### src/rtl/lcd_up_pkg.sv
// Shared register map, status bits and state encodings for the lcd_module
// upstream pixel master.
package lcd_up_pkg;

    // lcd_module register addresses
    localparam int unsigned REG_CTRL  = 0;
    localparam int unsigned REG_STAT  = 1;
    localparam int unsigned REG_XY    = 2;
    localparam int unsigned REG_COLOR = 4;

    // REG_STAT bit positions
    localparam int unsigned STAT_INIT_BIT = 3;
    localparam int unsigned STAT_DONE_BIT = 4;

    // Pixel sequencing states
    typedef enum logic [2:0] {
        S_INIT_RD,
        S_INIT_WT,
        S_IDLE,
        S_XY,
        S_COL,
        S_GO,
        S_DONE_RD,
        S_DONE_WT
    } state_e;

    // Single-transaction engine states
    typedef enum logic [1:0] {
        X_IDLE,
        X_WR,
        X_RD
    } xact_e;

endpackage

### src/rtl/lcd_up_xact.sv
// Single up_* bus transaction engine: holds a write until acknowledged,
// pulses a read and samples the returned data, and aborts any wait that
// lasts TIMEOUT_CYC cycles. done/tout are one-cycle pulses.
module lcd_up_xact
    import lcd_up_pkg::*;
#(
    parameter int ADDRESS_WIDTH = 12,
    parameter int TIMEOUT_CYC   = 65535
) (
    input  logic                     clk,
    input  logic                     rst_n,
    input  logic                     cmd_valid,
    input  logic                     cmd_we,
    input  logic [ADDRESS_WIDTH-1:0] cmd_addr,
    input  logic [31:0]              cmd_wdata,
    output logic                     cmd_ready,
    output logic                     done,
    output logic                     tout,
    output logic [31:0]              rdata,
    output logic                     up_wreq,
    output logic [ADDRESS_WIDTH-1:0] up_waddr,
    output logic [31:0]              up_wdata,
    input  logic                     up_wack,
    output logic                     up_rreq,
    output logic [ADDRESS_WIDTH-1:0] up_raddr,
    input  logic [31:0]              up_rdata,
    input  logic                     up_rack
);

    // Counter only needs to reach TIMEOUT_CYC-1 before the abort fires
    localparam int TW = (TIMEOUT_CYC > 1) ? $clog2(TIMEOUT_CYC) : 1;

    xact_e                    st_q, st_d;
    logic [TW-1:0]            cnt_q, cnt_d;
    logic                     wreq_q, wreq_d;
    logic [ADDRESS_WIDTH-1:0] waddr_q, waddr_d;
    logic [31:0]              wdata_q, wdata_d;
    logic                     rreq_q, rreq_d;
    logic [ADDRESS_WIDTH-1:0] raddr_q, raddr_d;
    logic [31:0]              rdata_q, rdata_d;
    logic                     done_q, done_d;
    logic                     tout_q, tout_d;
    logic                     cnt_hit;

    // Refuse a new command during the done/tout pulse so the sequencer, which
    // still presents its old command in that cycle, cannot re-issue it. This
    // also guarantees an idle cycle between consecutive writes.
    assign cmd_ready = (st_q == X_IDLE) && !done_q && !tout_q;
    assign cnt_hit   = (cnt_q == TW'(TIMEOUT_CYC - 1));

    // Next-state: issue, wait for ack, or abort on timeout
    always_comb begin
        st_d    = st_q;
        cnt_d   = cnt_q;
        wreq_d  = wreq_q;
        waddr_d = waddr_q;
        wdata_d = wdata_q;
        rreq_d  = 1'b0;
        raddr_d = raddr_q;
        rdata_d = rdata_q;
        done_d  = 1'b0;
        tout_d  = 1'b0;
        case (st_q)
            X_IDLE: begin
                cnt_d = '0;
                if (cmd_valid && cmd_ready) begin
                    if (cmd_we) begin
                        wreq_d  = 1'b1;
                        waddr_d = cmd_addr;
                        wdata_d = cmd_wdata;
                        st_d    = X_WR;
                    end else begin
                        rreq_d  = 1'b1;
                        raddr_d = cmd_addr;
                        st_d    = X_RD;
                    end
                end
            end
            X_WR: begin
                if (up_wack) begin
                    wreq_d = 1'b0;
                    done_d = 1'b1;
                    cnt_d  = '0;
                    st_d   = X_IDLE;
                end else if (cnt_hit) begin
                    wreq_d = 1'b0;
                    tout_d = 1'b1;
                    cnt_d  = '0;
                    st_d   = X_IDLE;
                end else begin
                    cnt_d = cnt_q + 1'b1;
                end
            end
            X_RD: begin
                if (up_rack) begin
                    rdata_d = up_rdata;
                    done_d  = 1'b1;
                    cnt_d   = '0;
                    st_d    = X_IDLE;
                end else if (cnt_hit) begin
                    tout_d = 1'b1;
                    cnt_d  = '0;
                    st_d   = X_IDLE;
                end else begin
                    cnt_d = cnt_q + 1'b1;
                end
            end
            default: begin
                wreq_d = 1'b0;
                cnt_d  = '0;
                st_d   = X_IDLE;
            end
        endcase
    end

    // Engine registers; all bus outputs come straight from flops
    always_ff @(posedge clk or negedge rst_n) begin
        if (!rst_n) begin
            st_q    <= X_IDLE;
            cnt_q   <= '0;
            wreq_q  <= 1'b0;
            waddr_q <= '0;
            wdata_q <= '0;
            rreq_q  <= 1'b0;
            raddr_q <= '0;
            rdata_q <= '0;
            done_q  <= 1'b0;
            tout_q  <= 1'b0;
        end else begin
            st_q    <= st_d;
            cnt_q   <= cnt_d;
            wreq_q  <= wreq_d;
            waddr_q <= waddr_d;
            wdata_q <= wdata_d;
            rreq_q  <= rreq_d;
            raddr_q <= raddr_d;
            rdata_q <= rdata_d;
            done_q  <= done_d;
            tout_q  <= tout_d;
        end
    end

    assign done     = done_q;
    assign tout     = tout_q;
    assign rdata    = rdata_q;
    assign up_wreq  = wreq_q;
    assign up_waddr = waddr_q;
    assign up_wdata = wdata_q;
    assign up_rreq  = rreq_q;
    assign up_raddr = raddr_q;

endmodule

### src/rtl/lcd_pixel_up_master.sv
// Upstream pixel feeder for lcd_module: turns a valid/ready (x, y, RGB565)
// stream into XY write, colour write, start write and a done poll, after
// first waiting for the panel to report initialisation complete.
module lcd_pixel_up_master
    import lcd_up_pkg::*;
#(
    parameter int          ADDRESS_WIDTH = 12,
    parameter logic [15:0] LCD_W_P       = 16'd128,
    parameter logic [15:0] LCD_H_P       = 16'd128,
    parameter int          TIMEOUT_CYC   = 65535
) (
    input  logic                     up_clk,
    input  logic                     up_rstn,
    input  logic                     pix_valid,
    output logic                     pix_ready,
    input  logic [15:0]              pix_x,
    input  logic [15:0]              pix_y,
    input  logic [15:0]              pix_color,
    output logic                     up_wreq,
    output logic [ADDRESS_WIDTH-1:0] up_waddr,
    output logic [31:0]              up_wdata,
    input  logic                     up_wack,
    output logic                     up_rreq,
    output logic [ADDRESS_WIDTH-1:0] up_raddr,
    input  logic [31:0]              up_rdata,
    input  logic                     up_rack,
    input  logic                     err_clr,
    output logic                     lcd_ready,
    output logic                     busy,
    output logic [31:0]              pix_cnt,
    output logic [15:0]              drop_cnt,
    output logic                     err_timeout
);

    state_e      state_q, state_d;
    logic [15:0] x_q, x_d, y_q, y_d, col_q, col_d;
    logic        ready_q, ready_d;
    logic [31:0] pix_cnt_q, pix_cnt_d;
    logic [15:0] drop_cnt_q, drop_cnt_d;
    logic        err_q, err_d;

    logic                     cmd_valid, cmd_we, cmd_ready;
    logic [ADDRESS_WIDTH-1:0] cmd_addr;
    logic [31:0]              cmd_wdata, x_rdata;
    logic                     x_done, x_tout;

    // Command presented to the engine, purely a function of the current state
    always_comb begin
        cmd_valid = 1'b0;
        cmd_we    = 1'b0;
        cmd_addr  = ADDRESS_WIDTH'(REG_STAT);
        cmd_wdata = '0;
        case (state_q)
            S_INIT_RD, S_DONE_RD: cmd_valid = 1'b1;
            S_XY: begin
                cmd_valid = 1'b1;
                cmd_we    = 1'b1;
                cmd_addr  = ADDRESS_WIDTH'(REG_XY);
                cmd_wdata = {x_q, y_q};
            end
            S_COL: begin
                cmd_valid = 1'b1;
                cmd_we    = 1'b1;
                cmd_addr  = ADDRESS_WIDTH'(REG_COLOR);
                cmd_wdata = {16'd0, col_q};
            end
            S_GO: begin
                cmd_valid = 1'b1;
                cmd_we    = 1'b1;
                cmd_addr  = ADDRESS_WIDTH'(REG_CTRL);
                cmd_wdata = 32'd1;
            end
            default: ;
        endcase
    end

    // Sequencer next-state, pixel latching and counters
    always_comb begin
        state_d    = state_q;
        x_d        = x_q;
        y_d        = y_q;
        col_d      = col_q;
        ready_d    = ready_q;
        pix_cnt_d  = pix_cnt_q;
        drop_cnt_d = drop_cnt_q;
        // a timeout in the same cycle as err_clr leaves the flag set
        err_d      = (err_q & ~err_clr) | x_tout;
        if (x_tout) begin
            ready_d = 1'b0;
            state_d = S_INIT_RD;
        end else begin
            case (state_q)
                S_INIT_RD: if (cmd_ready) state_d = S_INIT_WT;
                S_INIT_WT: begin
                    if (x_done) begin
                        if (x_rdata[STAT_INIT_BIT]) begin
                            ready_d = 1'b1;
                            state_d = S_IDLE;
                        end else begin
                            state_d = S_INIT_RD;
                        end
                    end
                end
                S_IDLE: begin
                    if (pix_valid) begin
                        x_d   = pix_x;
                        y_d   = pix_y;
                        col_d = pix_color;
                        if (pix_x >= LCD_W_P || pix_y >= LCD_H_P) begin
                            if (drop_cnt_q != 16'hFFFF) drop_cnt_d = drop_cnt_q + 16'd1;
                        end else begin
                            state_d = S_XY;
                        end
                    end
                end
                S_XY:      if (x_done) state_d = S_COL;
                S_COL:     if (x_done) state_d = S_GO;
                S_GO:      if (x_done) state_d = S_DONE_RD;
                S_DONE_RD: if (cmd_ready) state_d = S_DONE_WT;
                S_DONE_WT: begin
                    if (x_done) begin
                        if (x_rdata[STAT_DONE_BIT]) begin
                            pix_cnt_d = pix_cnt_q + 32'd1;
                            state_d   = S_IDLE;
                        end else begin
                            state_d = S_DONE_RD;
                        end
                    end
                end
                default: state_d = S_INIT_RD;
            endcase
        end
    end

    // Sequencer registers
    always_ff @(posedge up_clk or negedge up_rstn) begin
        if (!up_rstn) begin
            state_q    <= S_INIT_RD;
            x_q        <= '0;
            y_q        <= '0;
            col_q      <= '0;
            ready_q    <= 1'b0;
            pix_cnt_q  <= '0;
            drop_cnt_q <= '0;
            err_q      <= 1'b0;
        end else begin
            state_q    <= state_d;
            x_q        <= x_d;
            y_q        <= y_d;
            col_q      <= col_d;
            ready_q    <= ready_d;
            pix_cnt_q  <= pix_cnt_d;
            drop_cnt_q <= drop_cnt_d;
            err_q      <= err_d;
        end
    end

    lcd_up_xact #(
        .ADDRESS_WIDTH (ADDRESS_WIDTH),
        .TIMEOUT_CYC   (TIMEOUT_CYC)
    ) u_xact (
        .clk       (up_clk),
        .rst_n     (up_rstn),
        .cmd_valid (cmd_valid),
        .cmd_we    (cmd_we),
        .cmd_addr  (cmd_addr),
        .cmd_wdata (cmd_wdata),
        .cmd_ready (cmd_ready),
        .done      (x_done),
        .tout      (x_tout),
        .rdata     (x_rdata),
        .up_wreq   (up_wreq),
        .up_waddr  (up_waddr),
        .up_wdata  (up_wdata),
        .up_wack   (up_wack),
        .up_rreq   (up_rreq),
        .up_raddr  (up_raddr),
        .up_rdata  (up_rdata),
        .up_rack   (up_rack)
    );

    assign pix_ready   = (state_q == S_IDLE);
    assign busy        = (state_q == S_XY)      || (state_q == S_COL) ||
                         (state_q == S_GO)      || (state_q == S_DONE_RD) ||
                         (state_q == S_DONE_WT);
    assign lcd_ready   = ready_q;
    assign pix_cnt     = pix_cnt_q;
    assign drop_cnt    = drop_cnt_q;
    assign err_timeout = err_q;

endmodule

### config.mk
export PLATFORM = sky130hd
export DESIGN_NAME = lcd_pixel_up_master
export DESIGN_NICKNAME = d
export VERILOG_FILES = /design/src/rtl/lcd_up_pkg.sv /design/src/rtl/lcd_up_xact.sv /design/src/rtl/lcd_pixel_up_master.sv
export SDC_FILE = /design/constraint.sdc
export NUM_CORES = 1
export LEC_CHECK = 0
export CELL_PAD_IN_SITES_DETAIL_PLACEMENT = 1
export CELL_PAD_IN_SITES_GLOBAL_PLACEMENT = 1
export CORE_MARGIN = 3
export CORE_UTILIZATION = 41
export CTS_CLUSTER_SIZE = 25
export DETAILED_ROUTE_END_ITERATION = 8
export PLACE_DENSITY = 0.81
export REMOVE_ABC_BUFFERS = 1
export SETUP_SLACK_MARGIN = 0.4
export SLEW_MARGIN = 20
export SYNTH_ARGS = -nofsm -noshare
export SYNTH_HDL_FRONTEND = slang
export SYNTH_HIERARCHICAL = 1
export SYNTH_SLANG_ARGS = --single-unit
### constraint.sdc
create_clock -name up_clk -period 2.6 [get_ports up_clk]
set_input_delay 0.52 -clock up_clk [delete_from_list [all_inputs] [get_ports up_clk]]
set_output_delay 0.52 -clock up_clk [all_outputs]
set_load 0.01 [all_outputs]
==> results of run 1 <==
registers in the layout, indices dropped and copies added, names as in the netlist, 16 cells and up:
register	flops
u_xact/up_wdata	32
pix_cnt	32
col_q	16
x_q	16
y_q	16
drop_cnt	16
u_xact/cnt_q	16
where the power goes:
| part | total (W) | leakage, nW | switching [W] | internal, W |
|---|---|---|---|---|
| clock | 0.00254 | 0.276 | 0.00117 | 0.00137 |
| combinational | 0.000190 | 2.20 | 0.0000895 | 0.000100 |
| sequential | 0.00282 | 2.50 | 0.00000348 | 0.00282 |
| total | 0.00556 | 4.98 | 0.00126 | 0.00430 |
worst max-delay path by stage:
stage	cells past startpoint	end	start	slack, ps
6_report	8	u_xact/up_wdata[5]	state_q[0]	440
5_1_grt	8	u_xact/up_wdata[3]	state_q[0]	360
4_1_cts	7	drop_cnt[2]	drop_cnt[1]	410
3_5_place_dp	6	drop_cnt[1]	pix_x[11]	70
3_3_place_gp	6	drop_cnt[1]	pix_x[12]	190
2_1_floorplan	5	u_xact/up_waddr[0]	state_q[0]	-170
what timing repair did:
| item | CTS | global route |
|---|---|---|
| cloned | 0 | 0 |
| buffers inserted | 3 | 6 |
| setup endpoints to repair | 20 | 36 |
| pin swaps | 0 | 2 |
| endpoints found under the hold margin | 0 | 0 |
| gates resized for setup | 7 | 6 |
stage by stage:
step / hold WS (ps) / worst slack (ps)
after global placement: 461 / 190
after floorplan: 224 / -169
after CTS: 40.1 / 415
after global routing: 46.6 / 358
final: 25.0 / 440
after detailed placement: 473 / 73.6
critical path: stages, from the launching register on:
cell and delay (ps):
dfrtp_2 400, buf_4 150, nor3b_4 260, a21oi_1 70, and4bb_2 250, buf_4 150, nand2_2 90, buf_12 270
mux2_2 380
layout make-up:
class / instances / area [µm²] / area share, %
Clock buffer: 18 / 439 / 4.11
Clock inverter: 13 / 139 / 1.30
Inverter: 12 / 45.0 / 0.422
Multi-Input combinational cell: 423 / 3330 / 31.2
Sequential cell: 181 / 4530 / 42.5
Tap cell: 260 / 325 / 3.05
Timing Repair Buffer: 188 / 1870 / 17.5
per-layer routing:
| layer | global-route usage (%) | part of all wire [%] | up-vias |
|---|---|---|---|
| met5 | 0 | 0.062 | - |
| met4 | 5.65 | 1.4 | 2 |
| met3 | 4.75 | 3.7 | 21 |
| met2 | 36.4 | 53 | 116 |
| met1 | 23.5 | 41 | 2914 |
| li1 | - | - | 2575 |
cell usage in the layout (no fill, tap or decap), drive strengths merged, types with 19 or more instances in the layout:
master / count
dfrtp: 181
clkdlybuf4s50: 162
mux2: 110
nand2: 32
nor2: 32
xor2: 30
nand3: 26
xnor2: 26
buf: 24
and2: 19
inv: 19
==> results by stage, run 1 <==
Outcome:
- The flow ran to the end, and the final reports show no timing, DRC or antenna violations.

Layout:
- Cells fill approximately 57% of the core in the end.
- The area of all placed cells without fillers is roughly 11000 µm².
- The final cell count without fillers is between 1000 and 1500.
- The area growth from synthesis to final layout is 34.5%.
- For this run, the post-layout net count is approximately 900.
- The layout has roughly 2000 filler cells.
- The fraction of layout instances using a drive strength above 1 is between 20% and 30%.
- The number of antenna diodes in the final layout is 0.

Worst setup path:
- The setup check on the worst reg-to-reg path leaves a slack of approximately 440 ps.
- Of all nets on the critical path, the largest fanout is 44.
- The critical path in this run is classified as reg -> reg.
- Counting cells, the worst reg-to-reg path comes to 8.
- The endpoint of the lowest-slack register-to-register path is u_xact/up_wdata[5].
- For the worst setup path, the data arrival time is about 2500 ps.
- The startpoint identified for the worst register-to-register timing path is state_q[0].
- STA classifies the critical path endpoint as a flop.
- The type of origin of the critical path is a flop.
- For the worst setup path, the data required time is 2910 ps.

Timing:
- The number of slew-limit violations in the final report is 0.
- Between clock sinks in the finished design, the worst skew comes to about 14 ps.
- The worst slew slack as a fraction of its limit is between 60% and 70%.
- For the pin with the worst max-slew slack, the measured transition is around 510 ps.
- Setup repair after global routing could not meet its margin everywhere.
- The total setup violations reported at the end of the flow is 0.
- Summed over all failing endpoints, the final setup total negative slack is 0 ps.
- After layout, the worst path uses between 80% and 90% of the clock period.
- The clock period could shrink to ~2200 ps.
- Timing would allow up to approximately 460 MHz.
- The number of failing hold endpoints at the final stage came to 0.

Clocking:
- TritonCTS built the clock tree.
- Clock tree synthesis inserted a total of 17 buffers.
- The clock tree synthesis step divided the H-tree into 4 levels.
- The clock net in this run drives a total of between 150 and 200 sinks.
- At the later pin of the worst-skew pair, clock insertion delay measures ~430 ps.
- The CTS clock-pin slew for the worst setup and hold paths is 70 ps.
- Hold repair after CTS inserted 0 buffers.
- The number of buffers between clock root and the deepest sink is 2.
- Clock tree synthesis selected as its root buffer the cell clkbuf_16.

Floorplan:
- The height of the die is approximately 150 µm.
- The total number of placement rows is 50.
- During I/O placement, the number of pins put on the boundary was between 150 and 200.
- The floorplan step defined a die boundary enclosing 21100 µm².
- In this run the horizontal extent of the chip is 145 µm.
- The area inside the core boundary is ~19000 µm².
- For this configuration, the core starts out at a cell density of between 40 and 50%.

Synthesis:
- The synthesized area is about 7900 µm².
- The post-synthesis cell count is around 620.
- The yosys synthesis warning count is 6.
- The average cell area after synthesis is 12.7 µm².

Pwr:
- The ratio of total power to cell area is 520 nW/µm².
- IR analysis of the VDD net gives a maximum drop of 0.000433 V.
- The final total power is approximately 0.0056 W.
- The leakage power is 4.98 nW.

Global route:
- The first global-routing pass estimated about 34000 µm of wire.
- The pin count of the biggest net entering global routing is 54.
- The final global-route overflow total is 0.
- The number of antenna violations at the first check in global routing was 1.
- Global routing used ~20% of the available tracks across all layers.
- The via count of the first global-routing pass is ~6200.

Route:
- After detailed routing, the number of vias per cell comes to ~5.1.
- The detail-routed net length per standard cell is roughly 19 µm.
- The DRC violation count after routing is 0.
- The via count is about 5600.
- The final antenna-violating net count is 0.
- The detailed router's first-iteration violation count is 112.
- The routed wire length is roughly 21000 µm.
- The number of iterations in the first detailed-routing pass is 4.

Place:
- Buffers placed on the I/O ports in this run total approximately 170.
- Once placement finished, the instance area stood at approximately 10000 µm².
- Detailed placement finished with a half-perimeter wire length of about 15000 µm.
- The instance count after placement with tap cells included is around 1100.
- The congestion estimate from routability-driven global placement came to 0.805.

Flow run:
- Max-cap violations in this run came to 0.

Hold path:
- The tightest min-delay check is of the in -> async type.
(Power assumes the default switching activity.)
==> run 2, diff against run 1 <==
CORE_UTILIZATION = 37   (was 41)
PLACE_DENSITY = 0.77   (was 0.81)
clock period = 1.75 ns   (was 2.6 ns; I/O delays follow)
==> results by stage, run 2 (same netlist as run 1, synthesis figures left out) <==
Outcome:
- The run finished, with violations left.
- The checks that failed: setup timing.

Floorplan:
- The horizontal extent of the die is 153 µm (+5.0%).
- The die footprint is 23300 µm² (+10%).
- The starting density of the core is 38.4% (-3.7 points).
- The total number of placement rows is 52 (+4.0%).
- The height of the die was 153 µm (+5.0%).
- The area inside the core boundary is 20700 µm² (+9.5%).
- The boundary pin count was 196 (unchanged).

Layout:
- The final cell count without fillers came to 1291 (+18%).
- The number of nets in the layout is 1101 (+20%).
- The top cell types in the final layout, fill and taps aside, are 169 x dfrtp_1, 128 x buf_4, 109 x buf_6, 61 x mux2_2.
- The library cell used most frequently in the layout, excluding fill and tap cells, is dfrtp_1.
- The fraction of layout instances using a drive strength above 1 is 57.5% (+35 points).
- The area taken by flip-flops and latches was 4540 µm² (+0.22%).
- The area growth from synthesis to final layout is 66.7%.
- The area of all placed cells without fillers came to 13200 µm² (+24%).
- The multi-input gate area in the final layout came to 4210 µm² (+26%).
- The total of fill cells in the finished design came to 1999 (+2.1%).

Timing:
- The total setup violations reported at the end of the flow is 138 (+138).
- The number of slew-limit violations in the final report is 0 (unchanged).
- The number of failing hold endpoints at the final stage is 0 (unchanged).
- The achievable frequency is 486 MHz (+5.0%).
- The worst-case clock skew came to 12.6 ps (-0.920 ps).
- The time the worst path needs with I/O delays and setup is 2060 ps (-103 ps).
- Setup repair after global routing could not meet its margin everywhere.
- The setup slack of the critical path after layout came to -307 ps (-747 ps).
- The final critical-path share of the clock period is 118% (+34 points).
- The total negative slack for setup checks is -18850 ps (-18850 ps).
- The worst slack on hold paths is 373 ps (+348 ps).

Route:
- The via count is 6712 (+19%).
- The number of iterations in the first detailed-routing pass is 4 (unchanged).
- The DRC violation count after routing was 0 (unchanged).
- The via count normalized by instance count is 5.20 (+1.2%).
- The detailed router's first-iteration violation count is 217 (+94%).
- The final antenna-violating net count is 0 (unchanged).
- The detail-routed net length per standard cell came to 23.9 µm (+25%).
- The routed wire length is 30900 µm (+48%).

Worst setup path:
- The number of buffer and inverter instances along the worst setup path is 3 (unchanged).
- The worst setup path is captured at a flop.
- The endpoint of the lowest-slack register-to-register path is pix_cnt[29].
- The worst setup path is of the reg -> reg kind.
- The launching point of the worst reg2reg path is state_q[2].
- The endpoint arrival time on the critical path is 2390 ps (-80 ps).
- The count of cells along the worst register-to-register path is 8 (unchanged).
- The type of origin of the critical path is a flop.
- Broken down by cell family, the worst path's largest delay share belongs to simple AND/OR/NAND/NOR gates.
- The largest fanout on the critical path is 7 (-84%).
- The critical path goes through buf_4 > buf_6 > and3b_2 > nand4_1 > nor2_4 > buf_6 > nand4_1 > xnor2_1.
- The data required time at the worst endpoint is 2080 ps (-830 ps).
- The stage delay of the slowest cell on the critical path is 410 ps (about the same).
- The register-to-register path setup slack came to -310 ps (-750 ps).
- Among all stages on the critical path, the largest delay is contributed by dfrtp_2.

Global route:
- The pin count of the biggest net entering global routing is 56 (+3.7%).
- The wire length of the first global-routing pass is 41100 µm (+21%).
- The via count of the first global-routing pass is 7179 (+16%).
- The number of antenna violations at the first check in global routing came to 1 (unchanged).
- The final global-route overflow total is 0 (unchanged).
- The global-route usage over all layers is 22.3% (+2.4 points).

Pwr:
- The highest ir drop seen on vdd is 0.000626 V (+44%).
- The ratio of total power to cell area came to 685 nW/µm² (+32%).
- The final total power is 0.00906 W (+63%).
- The leakage power is 6.61 nW (+33%).

Hold path:
- The class of the worst hold path is in -> async.

Clocking:
- The number of buffers between clock root and the deepest sink is 2 (unchanged).
- TritonCTS built the clock tree.
- The number of levels the H-tree was split into is 4 (unchanged).
- The clock insertion delay at the later pin of the skew report is 440 ps (about the same).
- The CTS clock-pin slew for the worst setup and hold paths is 70 ps (about the same).
- The tree is rooted in a clkbuf_16.
- The number of sinks driven by the clock tree is 181 (unchanged).
- The number of buffers created by CTS is 17 (unchanged).

Flow run:
- The number of maximum-capacitance violations is 0 (unchanged).

Place:
- The half-perimeter wire length after placement is 16200 µm (+10%).
- The placer's final routability congestion estimate is 0.812 (+0.87%).
- The number of I/O port buffers came to 165 (unchanged).
- The total placed instance area came to 10500 µm² (+5.2%).
- The instance count after placement with tap cells included is 1126 (+6.7%).
[run 2: power breakdown]
part	leakage [nW]	switching, W	internal [W]
registers	2.48	0.00000648	0.00419
clock network	0.332	0.00184	0.00272
logic	3.79	0.000150	0.000155
[run 2: stage by stage]
step | worst slack (ps) | utilization [%]
4_1_cts | -214 | 58.6
6_report | -307 | 64.0
5_1_grt | -348 | 64.0
2_1_floorplan | -1020 | -
3_5_place_dp | -525 | 50.9
3_3_place_gp | -450 | 50.9
[run 2: area by class of cell]
cell class	instances	share of cell area, %
Sequential cell	181	34.3
Multi-Input combinational cell	423	31.8
Timing Repair Buffer	372	25.7
Clock buffer	17	3.21
Tap cell	270	2.55
Clock inverter	15	2.00
Inverter	12	0.340
Antenna cell	1	0.0189
[run 2: worst max path at each step]
| stage | endpoint | slack (ps) | startpoint | depth (start not counted) |
|---|---|---|---|---|
| after floorplan | u_xact/up_waddr[0] | -1020 | state_q[0] | 5 |
| final | pix_cnt[29] | -310 | state_q[2] | 8 |
| after global routing | pix_cnt[29] | -350 | state_q[2] | 8 |
| after CTS | drop_cnt[6] | -210 | drop_cnt[0] | 7 |
| after detailed placement | drop_cnt[6] | -530 | pix_x[12] | 7 |
| after global placement | drop_cnt[5] | -450 | pix_x[12] | 7 |
[run 2: repair_timing]
| action | CTS | global route |
|---|---|---|
| gates resized for setup | 365 | 311 |
| gates cloned | 3 | 3 |
| endpoints found under the hold margin | 27 | 0 |
| hold buffers | 1 | 0 |
| setup buffers | 45 | 80 |
| pin swaps | 19 | 52 |
| endpoints found under the setup margin | 287 | 288 |
[run 2: per-layer routing]
| layer | up-vias | share of wire, % | global-route usage (%) |
|---|---|---|---|
| li1 | 2942 | - | - |
| met4 | 0 | 4.0 | 9.21 |
| met3 | 74 | 3.2 | 4.35 |
| met1 | 3509 | 37 | 25.0 |
| met5 | - | 0 | 0 |
| met2 | 187 | 55 | 41.5 |
